===== src/rtl/noc_serial_receiver.sv =====
// Serial NoC packet receiver: HEADER + N_FLITS payload flits (last is TAIL) -> {padding, packet}
// with a valid/ready handoff. Optional length checking and the err port via NOC_RX_LEN_CHECK_EN.
`ifndef FLIT_DATA_WIDTH
`define FLIT_DATA_WIDTH 16
`endif

module noc_serial_receiver #(
  parameter int unsigned PACKET_BITS  = 16,
  parameter int unsigned PADDING_BITS = 0
) (
  input  logic                                          clk,
  input  logic                                          rst_n,
  input  logic                                          down_enable,
  input  logic [`FLIT_DATA_WIDTH+1:0]                   down_flit,
  output logic                                          down_ack,
  output logic                                          down_rej,
  output logic                                          valid,
  input  logic                                          ready,
  output logic [PACKET_BITS-1:0]                        packet,
  output logic [((PADDING_BITS > 0) ? PADDING_BITS : 1)-1:0] padding
`ifdef NOC_RX_LEN_CHECK_EN
  ,
  output logic                                          err
`endif
);

  localparam int unsigned FDW     = `FLIT_DATA_WIDTH;
  localparam int unsigned N_FLITS = (PACKET_BITS + FDW - 1) / FDW;
  localparam int unsigned CW      = (N_FLITS > 1) ? $clog2(N_FLITS) : 1;
  localparam int unsigned PW      = (PADDING_BITS > 0) ? PADDING_BITS : 1;
  localparam logic [CW-1:0] LAST  = CW'(N_FLITS - 1);
`ifdef NOC_RX_LEN_CHECK_EN
  localparam bit LEN_CHECK = 1'b1;
`else
  localparam bit LEN_CHECK = 1'b0;
`endif

  // Flit layout: {type[1:0], payload[FDW-1:0]}
  typedef enum logic [1:0] {
    FLIT_IDLE   = 2'b00,
    FLIT_HEADER = 2'b01,
    FLIT_DATA   = 2'b10,
    FLIT_TAIL   = 2'b11
  } flit_type_e;

  typedef enum logic [1:0] {
    S_IDLE,
    S_RECEIVING,
    S_FULL
  } state_e;

  state_e                 state_q, state_d;
  logic [CW-1:0]          cnt_q, cnt_d;
  logic [PACKET_BITS-1:0] pkt_q, pkt_d;
  logic [PW-1:0]          pad_q, pad_d;
  logic                   ack_c, rej_c, wr_c, frame_err;
  flit_type_e             ftype;
  logic [FDW-1:0]         payload;
  logic [PW-1:0]          hdr_pad;

  assign ftype   = flit_type_e'(down_flit[FDW+1:FDW]);
  assign payload = down_flit[FDW-1:0];
  assign hdr_pad = (PADDING_BITS > 0) ? payload[PW-1:0] : '0;

  always_comb begin
    state_d   = state_q;
    cnt_d     = cnt_q;
    pkt_d     = pkt_q;
    pad_d     = pad_q;
    ack_c     = 1'b0;
    rej_c     = 1'b0;
    wr_c      = 1'b0;
    frame_err = 1'b0;
    case (state_q)
      S_IDLE: begin
        if (down_enable && ftype == FLIT_HEADER) begin
          ack_c   = 1'b1;
          pad_d   = hdr_pad;
          cnt_d   = '0;
          state_d = S_RECEIVING;
        end
      end
      S_RECEIVING: begin
        if (down_enable) begin
          ack_c = 1'b1;
          case (ftype)
            FLIT_HEADER: begin
              pad_d = hdr_pad;
              cnt_d = '0;
            end
            FLIT_DATA: begin
              if (LEN_CHECK && cnt_q == LAST) begin
                frame_err = 1'b1;
              end else begin
                wr_c  = 1'b1;
                cnt_d = (cnt_q == LAST) ? cnt_q : cnt_q + 1'b1;
              end
            end
            FLIT_TAIL: begin
              if (LEN_CHECK && cnt_q != LAST) begin
                frame_err = 1'b1;
              end else begin
                wr_c    = 1'b1;
                cnt_d   = '0;
                state_d = S_FULL;
              end
            end
            default: ;
          endcase
          if (frame_err) begin
            cnt_d   = '0;
            state_d = S_IDLE;
          end
        end
      end
      S_FULL: begin
        if (down_enable && ftype == FLIT_HEADER) rej_c = 1'b1;
        if (ready) state_d = S_IDLE;
      end
      default: state_d = S_IDLE;
    endcase
    // Slot cnt_q covers bits [cnt_q*FDW +: FDW]; bits at or above PACKET_BITS are dropped
    if (wr_c) begin
      for (int unsigned k = 0; k < N_FLITS; k++) begin
        for (int unsigned b = 0; b < FDW && (k * FDW + b) < PACKET_BITS; b++) begin
          if (cnt_q == CW'(k)) pkt_d[k*FDW+b] = payload[b];
        end
      end
    end
  end

  always_ff @(posedge clk or negedge rst_n) begin
    if (!rst_n) begin
      state_q <= S_IDLE;
      cnt_q   <= '0;
      pkt_q   <= '0;
      pad_q   <= '0;
    end else begin
      state_q <= state_d;
      cnt_q   <= cnt_d;
      pkt_q   <= pkt_d;
      pad_q   <= pad_d;
    end
  end

`ifdef NOC_RX_LEN_CHECK_EN
  logic err_q;
  always_ff @(posedge clk or negedge rst_n) begin
    if (!rst_n) err_q <= 1'b0;
    else        err_q <= frame_err;
  end
  assign err = err_q;
`endif

  assign valid    = (state_q == S_FULL);
  assign packet   = pkt_q;
  assign padding  = pad_q;
  assign down_ack = rst_n & ack_c;
  assign down_rej = rst_n & rej_c;

endmodule


===== config.mk =====
export PLATFORM = sky130hd
export DESIGN_NAME = noc_serial_receiver
export DESIGN_NICKNAME = d
export VERILOG_FILES = /design/src/rtl/noc_serial_receiver.sv
export SDC_FILE = /design/constraint.sdc
export NUM_CORES = 1
export LEC_CHECK = 0
export BUFFER_PORTS_ARGS = -buffer_cell sky130_fd_sc_hd__buf_2
export CAP_MARGIN = 25
export CORE_UTILIZATION = 42
export CTS_CLUSTER_DIAMETER = 50
export CTS_CLUSTER_SIZE = 24
export DETAILED_ROUTE_END_ITERATION = 12
export GPL_ROUTABILITY_DRIVEN = 0
export PLACE_DENSITY = 0.76
export RECOVER_POWER = 50
export SLEW_MARGIN = 30
export SYNTH_ARGS = -nofsm -noshare
export SYNTH_HDL_FRONTEND = slang
export SYNTH_SLANG_ARGS = --single-unit

===== constraint.sdc =====
create_clock -name clk -period 1.39 [get_ports clk]
set_input_delay 0.0695 -clock clk [delete_from_list [all_inputs] [get_ports clk]]
set_output_delay 0.0695 -clock clk [all_outputs]
set_load 0.01 [all_outputs]

### Word level (Yosys, flattened, before mapping)

Cells that the tools add are included.

| storage, ports and cells | value |
|---|---|
| flip-flop bits (word level) | 20 |
| input port bits | 22 |
| word-level logic and storage cells | 48 |

| cells by class | value |
|---|---|
| add/subtract/negate cells | 1 |
| eq/ne operators | 11 |
| multiplexer cells | 20 |
| bitwise operators | 3 |
| reduce and logical (&&, ||, !) cells | 9 |

Operators with widths:

| operator | number |
|---|---|
| AND reduction 4 bit | 3 |
| two-way mux 1 bit | 11 |
| two-way mux 2 bit | 4 |
| != test 2 bit (second input constant) | 4 |
| one-hot mux 1 bit (2 select lines) | 4 |
| == test 2 bit (second input constant) | 3 |
| one-hot mux 2 bit (3 select lines) | 1 |
| == test 2 x 1 -> 1 bit (second input constant) | 2 |
| OR reduction 2 bit | 2 |
| != test 3 x 2 -> 1 bit (second input constant) | 1 |
| AND 1 bit | 2 |
| zero test 2 bit | 1 |
| != test 2 x 1 -> 1 bit (second input constant) | 1 |
| AND reduction 2 bit | 1 |
| nonzero test 2 bit | 1 |
| adder 1 bit (second input constant) | 1 |
| logical AND 1 bit | 1 |
| NOT 1 bit | 1 |

### Logic depth before layout (Yosys ltp)

Gate-level depths: netlist of run 1.

| depth | value |
|---|---|
| depth in word-level cells | 6 |
| depth in mapped cells | 3 |
| depth with buffers taken out | 2 |

### Worst setup path before layout of run 1

Ideal clock, no wire load.

| timing path | value |
|---|---|
| path kind | register to register |
| from | reg state_q[1] |
| to | reg pkt_q[0] (netlist: packet[0]) |
| arrival time | 1.080 ns |
| data required time | 1.265 ns |
| path slack | 0.185 ns |
| stages on the path, launching flop included | 4 |
| buffers on the path | 1 |
| clock period less this slack | 1.205 ns |
| cell sequence | dfrtp_1 > nand4b_4 > buf_6 > mux2_4 |

| between the ends | value |
|---|---|
| longest elaborated chain between the ends | 3 |

Ends and longest elaborated chain:

| element | RTL line | source |
|---|---|---|
| start: declaration | 52 | `state_e state_q, state_d;` |
| start signal: assignment | 139 | `state_q <= state_d;` |
| == test 2 x 1 -> 1 bit | 74 | `case (state_q)` |
| two-way mux 1 bit | 74 |  |
| AND reduction 2 bit (no line) | - |  |
| end signal: assignment | 141 | `pkt_q <= pkt_d;` |
| end: declaration | 54 | `logic [PACKET_BITS-1:0] pkt_q, pkt_d;` |

Every way passes these cells.
A chain may end at the register's enable or synchronous reset.

### Worst setup path after layout of run 1

| timing path | value |
|---|---|
| from | reg state_q[0] |
| to | out down_rej |

| between the ends | value |
|---|---|
| longest elaborated chain between the ends | 3 |

Ends and longest elaborated chain:

| element | RTL line | source |
|---|---|---|
| == test 2 bit | 74 |  |
| two-way mux 1 bit | 74 |  |
| AND 1 bit | 159 | `assign down_rej = rst_n & rej_c;` |
| end: declaration | 16 | `output logic down_rej,` |

Every way passes these cells.

==> results.sh, run 1 <==
export IMPL_status="finished clean"
export IMPL_path_cells="and2b_1 > and4_1 > buf_2"
export IMPL_ys_ff_latch=18
export IMPL_synth_compound_gate_area_share_pct=4.31
export IMPL_synth_top_area_share_pct=57.4
export IMPL_antenna_found_initial=0
export IMPL_synthesis_area_um2=785
export IMPL_arrival_ps=1240
export IMPL_avgSynthCellArea_um2=16.7
export IMPL_clk_latency_ps=280
export IMPL_worstSetupPathType="register to output pin"
export IMPL_die_area_mm2=0.00204
export IMPL_critPathTopFamily="flip-flops"
export IMPL_power_density_mw_per_mm2=1480
export IMPL_wl_um=1560
export IMPL_synthDistinctLibCells=15
export IMPL_finalCritPeriodShare_pct=94.0
export IMPL_maxCapViolCount=0
export IMPL_ctsLongestPathBuffers=2
export IMPL_clkSinkCount=18
export IMPL_fin_total_pwr_w=0.00169
export IMPL_drtIter0Drc=1
export IMPL_finClkSkew_ps=5.53
export IMPL_ant_nets=0
export IMPL_ys_seq_area_share_pct=57.4
export IMPL_grt_pass1_vias=510
export IMPL_syn_to_final_growth_pct=45.5
export IMPL_vias=567
export IMPL_clk_root_buffer_cell="clkbuf_4"
export IMPL_cp_num_buf_inv=1
export IMPL_die_w_um=45.2
export IMPL_synthAdderAreaFrac_pct=0
export IMPL_coreArea_mm2=0.00175
export IMPL_worstSetupEndpointType="output pin"
export IMPL_via_per_inst=4.54
export IMPL_wire_per_inst_um=12.5
export IMPL_io_pins=42
export IMPL_drive_gt1_share_pct=57.0
export IMPL_cp_slowest_cell="dfrtp_2"
export IMPL_yosysWarnings=0
export IMPL_hold_viol=0
export IMPL_numCtsBuffers=3
export IMPL_worst_path_max_fanout=6
export IMPL_syn_inst=47
export IMPL_cts_tree="built"
export IMPL_syn_nets=69
export IMPL_path_clk_slew_ps=100
export IMPL_rows=15
export IMPL_yosysTopAreaCell="dfrtp_1"
export IMPL_htreeDepth=1
export IMPL_hp_class="input pin to register"
export IMPL_drc=0
export IMPL_synth_area_leaders="dfrtp_1 (57%), mux2_4 (19%), mux2_2 (8.6%), nand4b_4 (3.0%), nor2b_1 (1.6%)"
export IMPL_finalMaxSlewViolations=0
export IMPL_initial_core_util_pct=44.9
export IMPL_startpoint_type="register"
export IMPL_setup_violations=0
export IMPL_diodes=0
export IMPL_die_y_um=45.2
export IMPL_grt_max_degree=19
export IMPL_yosys_area_share_simple_pct=7.66
export IMPL_ir_drop_v=0.000762
export IMPL_power_leakage_nw=0.607
export IMPL_hpwl_um=1130
export IMPL_min_period_ps=1310
export IMPL_synthXorXnorAreaFrac_pct=0
export IMPL_required_ps=1320
export IMPL_grt_pass1_wl_um=2240
export IMPL_grt_overflow=0
export IMPL_timing_fmax_ghz=0.765
export IMPL_rsz0062_at_grt="yes"
export IMPL_fin_util_pct=65.4
export IMPL_drtPass1Iterations=2
export IMPL_slowest_delay_ps=460
export IMPL_synth_top_family_by_area="multiplexers"
export IMPL_io_buffers=40
export IMPL_muxShareOfSynthArea_pct=27.8
export IMPL_grt_use_total_pct=15.7
export IMPL_final_nets=123
## layout make-up
type / instances / area (um^2)
Timing Repair Buffer: 51 / 307
Clock buffer: 4 / 36.3
Tap cell: 25 / 31.3
Fill cell: 150 / 604
Sequential cell: 18 / 452
Multi-Input combinational cell: 27 / 315
## flip-flops by register name, summed over array words and instances (netlist names)
register	cells
packet	16
state_q	2
## final timing paths
| kind | slack, ps | from | to | depth (start not counted) |
|---|---|---|---|---|
| hold reg to reg | 510 | state_q[1] | state_q[0] | 1 |
| min in group asynchronous | 380 | rst_n | packet[7] | 3 |
| setup / recovery | 80 | state_q[0] | down_rej | 3 |
| max in group asynchronous | 680 | rst_n | state_q[0] | 3 |
| setup reg to reg | 180 | state_q[1] | packet[13] | 3 |
| hold / removal | 9 | down_flit[16] | state_q[0] | 2 |
## report_power, final
part           switching [W]  internal [W]
Combinational       0.000240      0.000340
Clock               0.000153      0.000159
Sequential         0.0000995      0.000696
Total               0.000492       0.00120
## logic make-up after synthesis
kind of cell | after synthesis
flops | 18
simple gates | 6
mux | 16
buf+inv | 2
other cells | 1
compound gates | 4
## per-stage QoR
| step | hold WS [ps] | worst slack (ps) | TNS, ps | cells | instance area (um^2) |
|---|---|---|---|---|---|
| global placement | 68.8 | 66.7 | 0 | 111 | 1000 |
| CTS | 1.52 | 16.5 | 0 | 120 | 1090 |
| detailed placement | 75.6 | 19.8 | 0 | 111 | 1000 |
| floorplan | -226 | 185 | 0 | 47 | 785 |
| finish | 9.01 | 83.6 | 0 | 125 | 1140 |
| global route | -5.10 | -1.70 | -1.70 | 125 | 1140 |
## repair_timing
action | 4_1_cts | 5_1_grt
endpoints found under the setup margin | 0 | 17
hold buffers | 5 | 4
endpoints found under the hold margin | 22 | 4
setup buffers | 0 | 1
gates resized for setup | 0 | 1
## layer usage
layer	global-route usage, %	part of all wire, %
met1	21.7	48
met5	0	0
met3	4.00	2.8
met2	23.2	48
met4	7.27	0.90
## synthesized netlist by cell type
cell / instances
and4_1: 1
nor3b_1: 1
conb_1: 1
nand4b_4: 1
o211a_1: 1
a311oi_1: 1
mux2_2: 6
nor2b_1: 2
a41o_1: 1
buf_4: 1
buf_6: 1
a21oi_1: 1
mux2_4: 10
and2b_1: 1
dfrtp_1: 18
## cells in the final DEF, fill, tap and decap left out
cell type / count
nor2b_1: 2
conb_1: 1
buf_2: 33
clkbuf_4: 3
clkbuf_1: 7
nor3b_1: 1
mux2_4: 10
clkbuf_2: 1
o211a_1: 1
buf_12: 1
nand4b_4: 1
a311oi_1: 1
dfrtp_1: 17
a21oi_1: 1
dfrtp_2: 1
and4_1: 1
and2b_1: 1
a41o_1: 1
mux2_2: 6
dlygate4sd3_1: 9
clkbuf_8: 1
Note: power is estimated with default switching activity, not from simulation.
==> run 2, diff against run 1 <==
--- a/config.mk
+++ b/config.mk
@@ -5,14 +5,14 @@
 export SDC_FILE = /design/constraint.sdc
 export NUM_CORES = 1
 export LEC_CHECK = 0
-export BUFFER_PORTS_ARGS = -buffer_cell sky130_fd_sc_hd__buf_2
 export CAP_MARGIN = 25
-export CORE_UTILIZATION = 42
-export CTS_CLUSTER_DIAMETER = 50
+export CORE_UTILIZATION = 58
+export CTS_CLUSTER_DIAMETER = 60
 export CTS_CLUSTER_SIZE = 24
 export DETAILED_ROUTE_END_ITERATION = 12
+export DONT_BUFFER_PORTS = 1
 export GPL_ROUTABILITY_DRIVEN = 0
-export PLACE_DENSITY = 0.76
+export PLACE_DENSITY = 0.74
 export RECOVER_POWER = 50
 export SLEW_MARGIN = 30
 export SYNTH_ARGS = -nofsm -noshare
==> run 2 against run 1 <==
Against the previous run: first-iteration DRC count rose to 3.0 times the previous value; clock power down 19%; total power is 9.4% lower; global-route usage rose by 13 points; final area down 9.8%; largest cell class unchanged; core utilization up 21 points; highest routed layer unchanged; clock skew is 1.2 ps lower; count of clock-buffer cells in the layout fell by 1; register-to-register slack got worse by 50 ps; final cell count is 32% lower; flip-flop and latch count unchanged; worst hold slack better by 23 ps.
==> results.sh, run 2 (same netlist as run 1, synthesis figures left out) <==
export IMPL_layout_common_cells="dlygate4sd3_1 (20), dfrtp_1 (17), mux2_4 (10)"
export IMPL_stdcell_count=85
export IMPL_drtPass1Iterations=4
export IMPL_regArea_um2=452
export IMPL_status="finished clean"
export IMPL_clk_latency_ps=290
export IMPL_worstSetupEndpointType="output pin"
export IMPL_largest_reg_flops=16
export IMPL_drtIter0Drc=3
export IMPL_final_common_cell="dlygate4sd3_1"
export IMPL_dp_cells=61
export IMPL_min_period_ps=1320
export IMPL_timing_fmax_ghz=0.755
export IMPL_ir_drop_v=0.000812
export IMPL_pwr_share_comb_pct=23.4
export IMPL_clk_root_buffer_cell="clkbuf_4"
export IMPL_use_met2_pct=52.5
export IMPL_clkPwrFrac_pct=16.6
export IMPL_startpoint_type="register"
export IMPL_numCtsBuffers=3
export IMPL_maxCapViolCount=0
export IMPL_htreeDepth=1
export IMPL_finalMaxSlewViolations=0
export IMPL_p_sw_w=0.000479
export IMPL_hold_viol=0
export IMPL_p_int_w=0.00105
export IMPL_die_area_mm2=0.00150
export IMPL_rsz0062_at_grt="no"
export IMPL_seqPwrFrac_pct=60.0
export IMPL_diodes=0
export IMPL_initial_core_util_pct=66.1
export IMPL_power_leakage_nw=0.501
export IMPL_worst_path_max_fanout=4
export IMPL_wire_per_inst_um=21.4
export IMPL_via_per_inst=6.01
export IMPL_fin_util_pct=86.8
export IMPL_vias=511
export IMPL_die_w_um=38.8
export IMPL_grt_pass1_wl_um=2640
export IMPL_drive_gt1_share_pct=33.8
export IMPL_syn_to_final_growth_pct=31.3
export IMPL_worst_hold_slack_ps=32.4
export IMPL_arrival_ps=1260
export IMPL_tightest_slew_ps=775
export IMPL_clkSinkCount=18
export IMPL_die_y_um=38.8
export IMPL_finClkSkew_ps=4.31
export IMPL_grt_util_met1_pct=25.9
export IMPL_wl_um=1820
export IMPL_antenna_found_initial=0
export IMPL_io_pins=42
export IMPL_top_usage_layer="met2"
export IMPL_grt_max_degree=19
export IMPL_io_buffers=0
export IMPL_worstSetupPathType="register to output pin"
export IMPL_nFillCells=56
export IMPL_ctsLongestPathBuffers=2
export IMPL_path_clk_slew_ps=90
export IMPL_relSlewSlack_pct=48.2
export IMPL_rows=12
export IMPL_multi_input_area_um2=315
export IMPL_final_nets=95
export IMPL_hp_class="input pin to register"
export IMPL_met3_usage_pct=9.83
export IMPL_ant_nets=0
export IMPL_grt_pass1_vias=554
export IMPL_required_ps=1320
export IMPL_switching_share_pct=31.3
export IMPL_finalCritPeriodShare_pct=95.3
export IMPL_grt_overflow=0
export IMPL_cts_tree="built"
export IMPL_stdcell_area_mm2=0.00103
export IMPL_drc=0
export IMPL_power_density_mw_per_mm2=1480
export IMPL_coreArea_mm2=0.00119
export IMPL_fin_setup_tns_ps=0
export IMPL_hpwl_um=974
export IMPL_grt_use_total_pct=28.3
export IMPL_postPlaceCellArea_um2=798
export IMPL_setup_violations=0
run 2: area by class of cell:
type / count / share of cell area, %
Multi-Input combinational cell: 27 / 30.6
Timing Repair Buffer: 23 / 21.6
Clock buffer: 3 / 2.19
Tap cell: 14 / 1.70
Sequential cell: 18 / 43.9
run 2: path summary, 6_finish.rpt:
kind	from	endpoint	slack (ps)	cells past startpoint
worst min register to register	state_q[1]	state_q[0]	510	1
worst max register to register	state_q[1]	packet[12]	130	3
worst max-delay path	state_q[0]	down_rej	70	2
min in group asynchronous	rst_n	packet[8]	290	1
max in group asynchronous	rst_n	state_q[0]	560	1
worst min-delay path	ready	state_q[1]	30	2
run 2: power by group through the flow:
stage,registers (W),clock network [W],logic (W)
after global placement,0.000906,0,0.000267
final,0.000917,0.000254,0.000358
after floorplan,0.000877,0,0.000256
after global routing,0.000934,0.000284,0.000382
after CTS,0.000908,0.000255,0.000341
after detailed placement,0.000916,0,0.000283
run 2: through the flow:
step / total power (W) / worst slack [ps]
after floorplan: 0.00113 / 185
after global placement: 0.00117 / 175
after detailed placement: 0.00120 / 133
after CTS: 0.00150 / 10.8
after global routing: 0.00160 / 23.9
final: 0.00153 / 65.4
run 2: timing repair:
item                                   in CTS  in global routing
hold buffers                               20                  0
setup endpoints to repair                   0                  1
endpoints found under the hold margin      36                  0
buffers inserted                            0                  1
gates resized for setup                     0                  1
run 2: layer usage:
layer	vias up	routed length, um
li1	219	-
met1	251	625
met2	35	959
met3	6	177
met4	0	53
met5	-	0
run 2: critical path, cell delays in order, from the launching register on:
cell and delay, ps:
dfrtp_2 450, and2b_1 260, and4_1 260
==> run 3, diff against run 2 <==
--- a/config.mk
+++ b/config.mk
@@ -12,6 +12,7 @@
 export DETAILED_ROUTE_END_ITERATION = 12
 export DONT_BUFFER_PORTS = 1
 export GPL_ROUTABILITY_DRIVEN = 0
+export MAX_ROUTING_LAYER = met4
 export PLACE_DENSITY = 0.74
 export RECOVER_POWER = 50
 export SLEW_MARGIN = 30
==> run 3 against run 2 <==
Against the previous run: non-clock buffer count unchanged; flip-flop and latch count is the same; count of clock-buffer cells in the layout unchanged; critical endpoint unchanged; final cell count did not move; clock power about the same; first-iteration DRC count unchanged; largest power group unchanged; core utilization is the same; wire length increased by 0.17%; sequential power barely moved.
==> results.sh, run 3 (same netlist as run 1, synthesis figures left out) <==
export IMPL_cts_tree="built"
export IMPL_maxCapViolCount=0
export IMPL_drive_gt1_share_pct=33.8
export IMPL_fin_total_pwr_w=0.00153
export IMPL_coreArea_mm2=0.00119
export IMPL_reg2reg_depth=3
export IMPL_worstSetupPathType="register to output pin"
export IMPL_path_cells="and2b_1 > and4_1"
export IMPL_critPathTopFamily="simple AND/OR/NAND/NOR gates"
export IMPL_grt_pass1_vias=557
export IMPL_r2r_end="packet[12]"
export IMPL_setup_violations=0
export IMPL_diodes=0
export IMPL_via_per_inst=6.00
export IMPL_antenna_found_initial=0
export IMPL_die_y_um=38.8
export IMPL_worstSetupEndpointType="output pin"
export IMPL_ff2ff_setup_slack_ps=130
export IMPL_rows=12
export IMPL_numCtsBuffers=3
export IMPL_grt_max_degree=19
export IMPL_seqPwrFrac_pct=60.0
export IMPL_hpwl_um=974
export IMPL_rr_startpoint="state_q[1]"
export IMPL_rsz0062_at_grt="no"
export IMPL_drtPass1Iterations=4
export IMPL_finClkSkew_ps=4.22
export IMPL_drtIter0Drc=3
export IMPL_startpoint_type="register"
export IMPL_clkSinkCount=18
export IMPL_cp_depth=2
export IMPL_worst_path_max_fanout=4
export IMPL_vias=510
export IMPL_clk_root_buffer_cell="clkbuf_4"
export IMPL_finalCritPeriodShare_pct=95.3
export IMPL_path_clk_slew_ps=90
export IMPL_ant_nets=0
export IMPL_slowest_delay_ps=450
export IMPL_power_density_mw_per_mm2=1480
export IMPL_wl_um=1820
export IMPL_die_area_mm2=0.00150
export IMPL_die_w_um=38.8
export IMPL_syn_to_final_growth_pct=31.3
export IMPL_final_nets=95
export IMPL_grt_overflow=0
export IMPL_ctsLongestPathBuffers=2
export IMPL_arrival_ps=1260
export IMPL_cp_endpoint="down_rej"
export IMPL_htreeDepth=1
export IMPL_status="finished clean"
export IMPL_crit_start="state_q[0]"
export IMPL_required_ps=1320
export IMPL_layout_common_cells="dlygate4sd3_1 (20), dfrtp_1 (17), mux2_4 (10)"
export IMPL_clk_latency_ps=290
export IMPL_clkPwrFrac_pct=16.6
export IMPL_min_period_ps=1320
export IMPL_timing_fmax_ghz=0.755
export IMPL_cp_slowest_cell="dfrtp_2"
export IMPL_hold_viol=0
export IMPL_final_common_cell="dlygate4sd3_1"
export IMPL_largest_reg_flops=16
export IMPL_io_buffers=0
export IMPL_p_int_w=0.00105
export IMPL_nFillCells=56
export IMPL_cp_num_buf_inv=0
export IMPL_p_sw_w=0.000479
export IMPL_initial_core_util_pct=66.1
export IMPL_hp_class="input pin to register"
export IMPL_switching_share_pct=31.3
export IMPL_relSlewSlack_pct=48.2
export IMPL_finalMaxSlewViolations=0
export IMPL_io_pins=42
export IMPL_ir_drop_v=0.000812
export IMPL_tightest_slew_ps=775
export IMPL_grt_use_total_pct=29.0
export IMPL_fin_setup_tns_ps=0
export IMPL_grt_pass1_wl_um=2640
export IMPL_power_leakage_nw=0.501
export IMPL_wire_per_inst_um=21.4
export IMPL_pwr_share_comb_pct=23.4
export IMPL_drc=0
-- run 3: cell counts in the layout (fill, tap and decap cells not counted) --
No cell type changed its count.
-- run 3: worst reg2reg max path: stages (launching register included) --
cell,delay [ps]
dfrtp_1,420
nand4b_4,160
buf_4,210
mux2_2,360
-- run 3: layout make-up --
type	count	area (um^2)	share of cell area [%]
flip-flops and latches	18	452	43.9
multi-input cells	27	315	30.6
repair buffers	23	223	21.6
clock buffers	3	22.5	2.19
well taps	14	17.5	1.70
-- run 3: metal layers --
layer | vias to the layer above | global-route usage, % | share of wire (%)
met5 | - | - | 0
met4 | 0 | 16.4 | 2.9
met3 | 6 | 9.25 | 9.7
met2 | 35 | 52.5 | 53
met1 | 250 | 26.2 | 34
li1 | 219 | - | -
-- run 3: power groups by stage --
stage | clock (W) | sequential [W] | combinational (W)
2_1_floorplan | 0 | 0.000877 | 0.000256
3_3_place_gp | 0 | 0.000906 | 0.000267
3_5_place_dp | 0 | 0.000916 | 0.000283
4_1_cts | 0.000255 | 0.000908 | 0.000341
5_1_grt | 0.000284 | 0.000934 | 0.000382
6_report | 0.000253 | 0.000917 | 0.000359
-- run 3: how the worst min path moves through the flow --
stage,depth (start not counted),start,endpoint,slack [ps]
final,2,ready,state_q[1],30
after global routing,2,ready,state_q[1],30
after CTS,2,ready,state_q[1],30
after detailed placement,0,rst_n,packet[1],-230
after global placement,0,rst_n,packet[10],-230
after floorplan,0,rst_n,packet[0],-230
-- run 3: timing repair --
action / CTS / global route
setup endpoints to repair: 0 / 1
endpoints found under the hold margin: 36 / 0
resized for setup: 0 / 1
buffers inserted: 0 / 1
hold buffers: 20 / 0
-- run 3: per-stage QoR --
step           area (um^2)  instances  util [%]  worst slack, ps  hold WS [ps]
2_1_floorplan          785         47         -              185          -226
6_report              1030         85      86.8             65.4          32.4
3_3_place_gp           798         61      67.3              175          -226
3_5_place_dp           798         61      67.3              133          -226
4_1_cts               1020         84      86.1             10.8          26.0
5_1_grt               1030         85      86.8             23.9          28.2
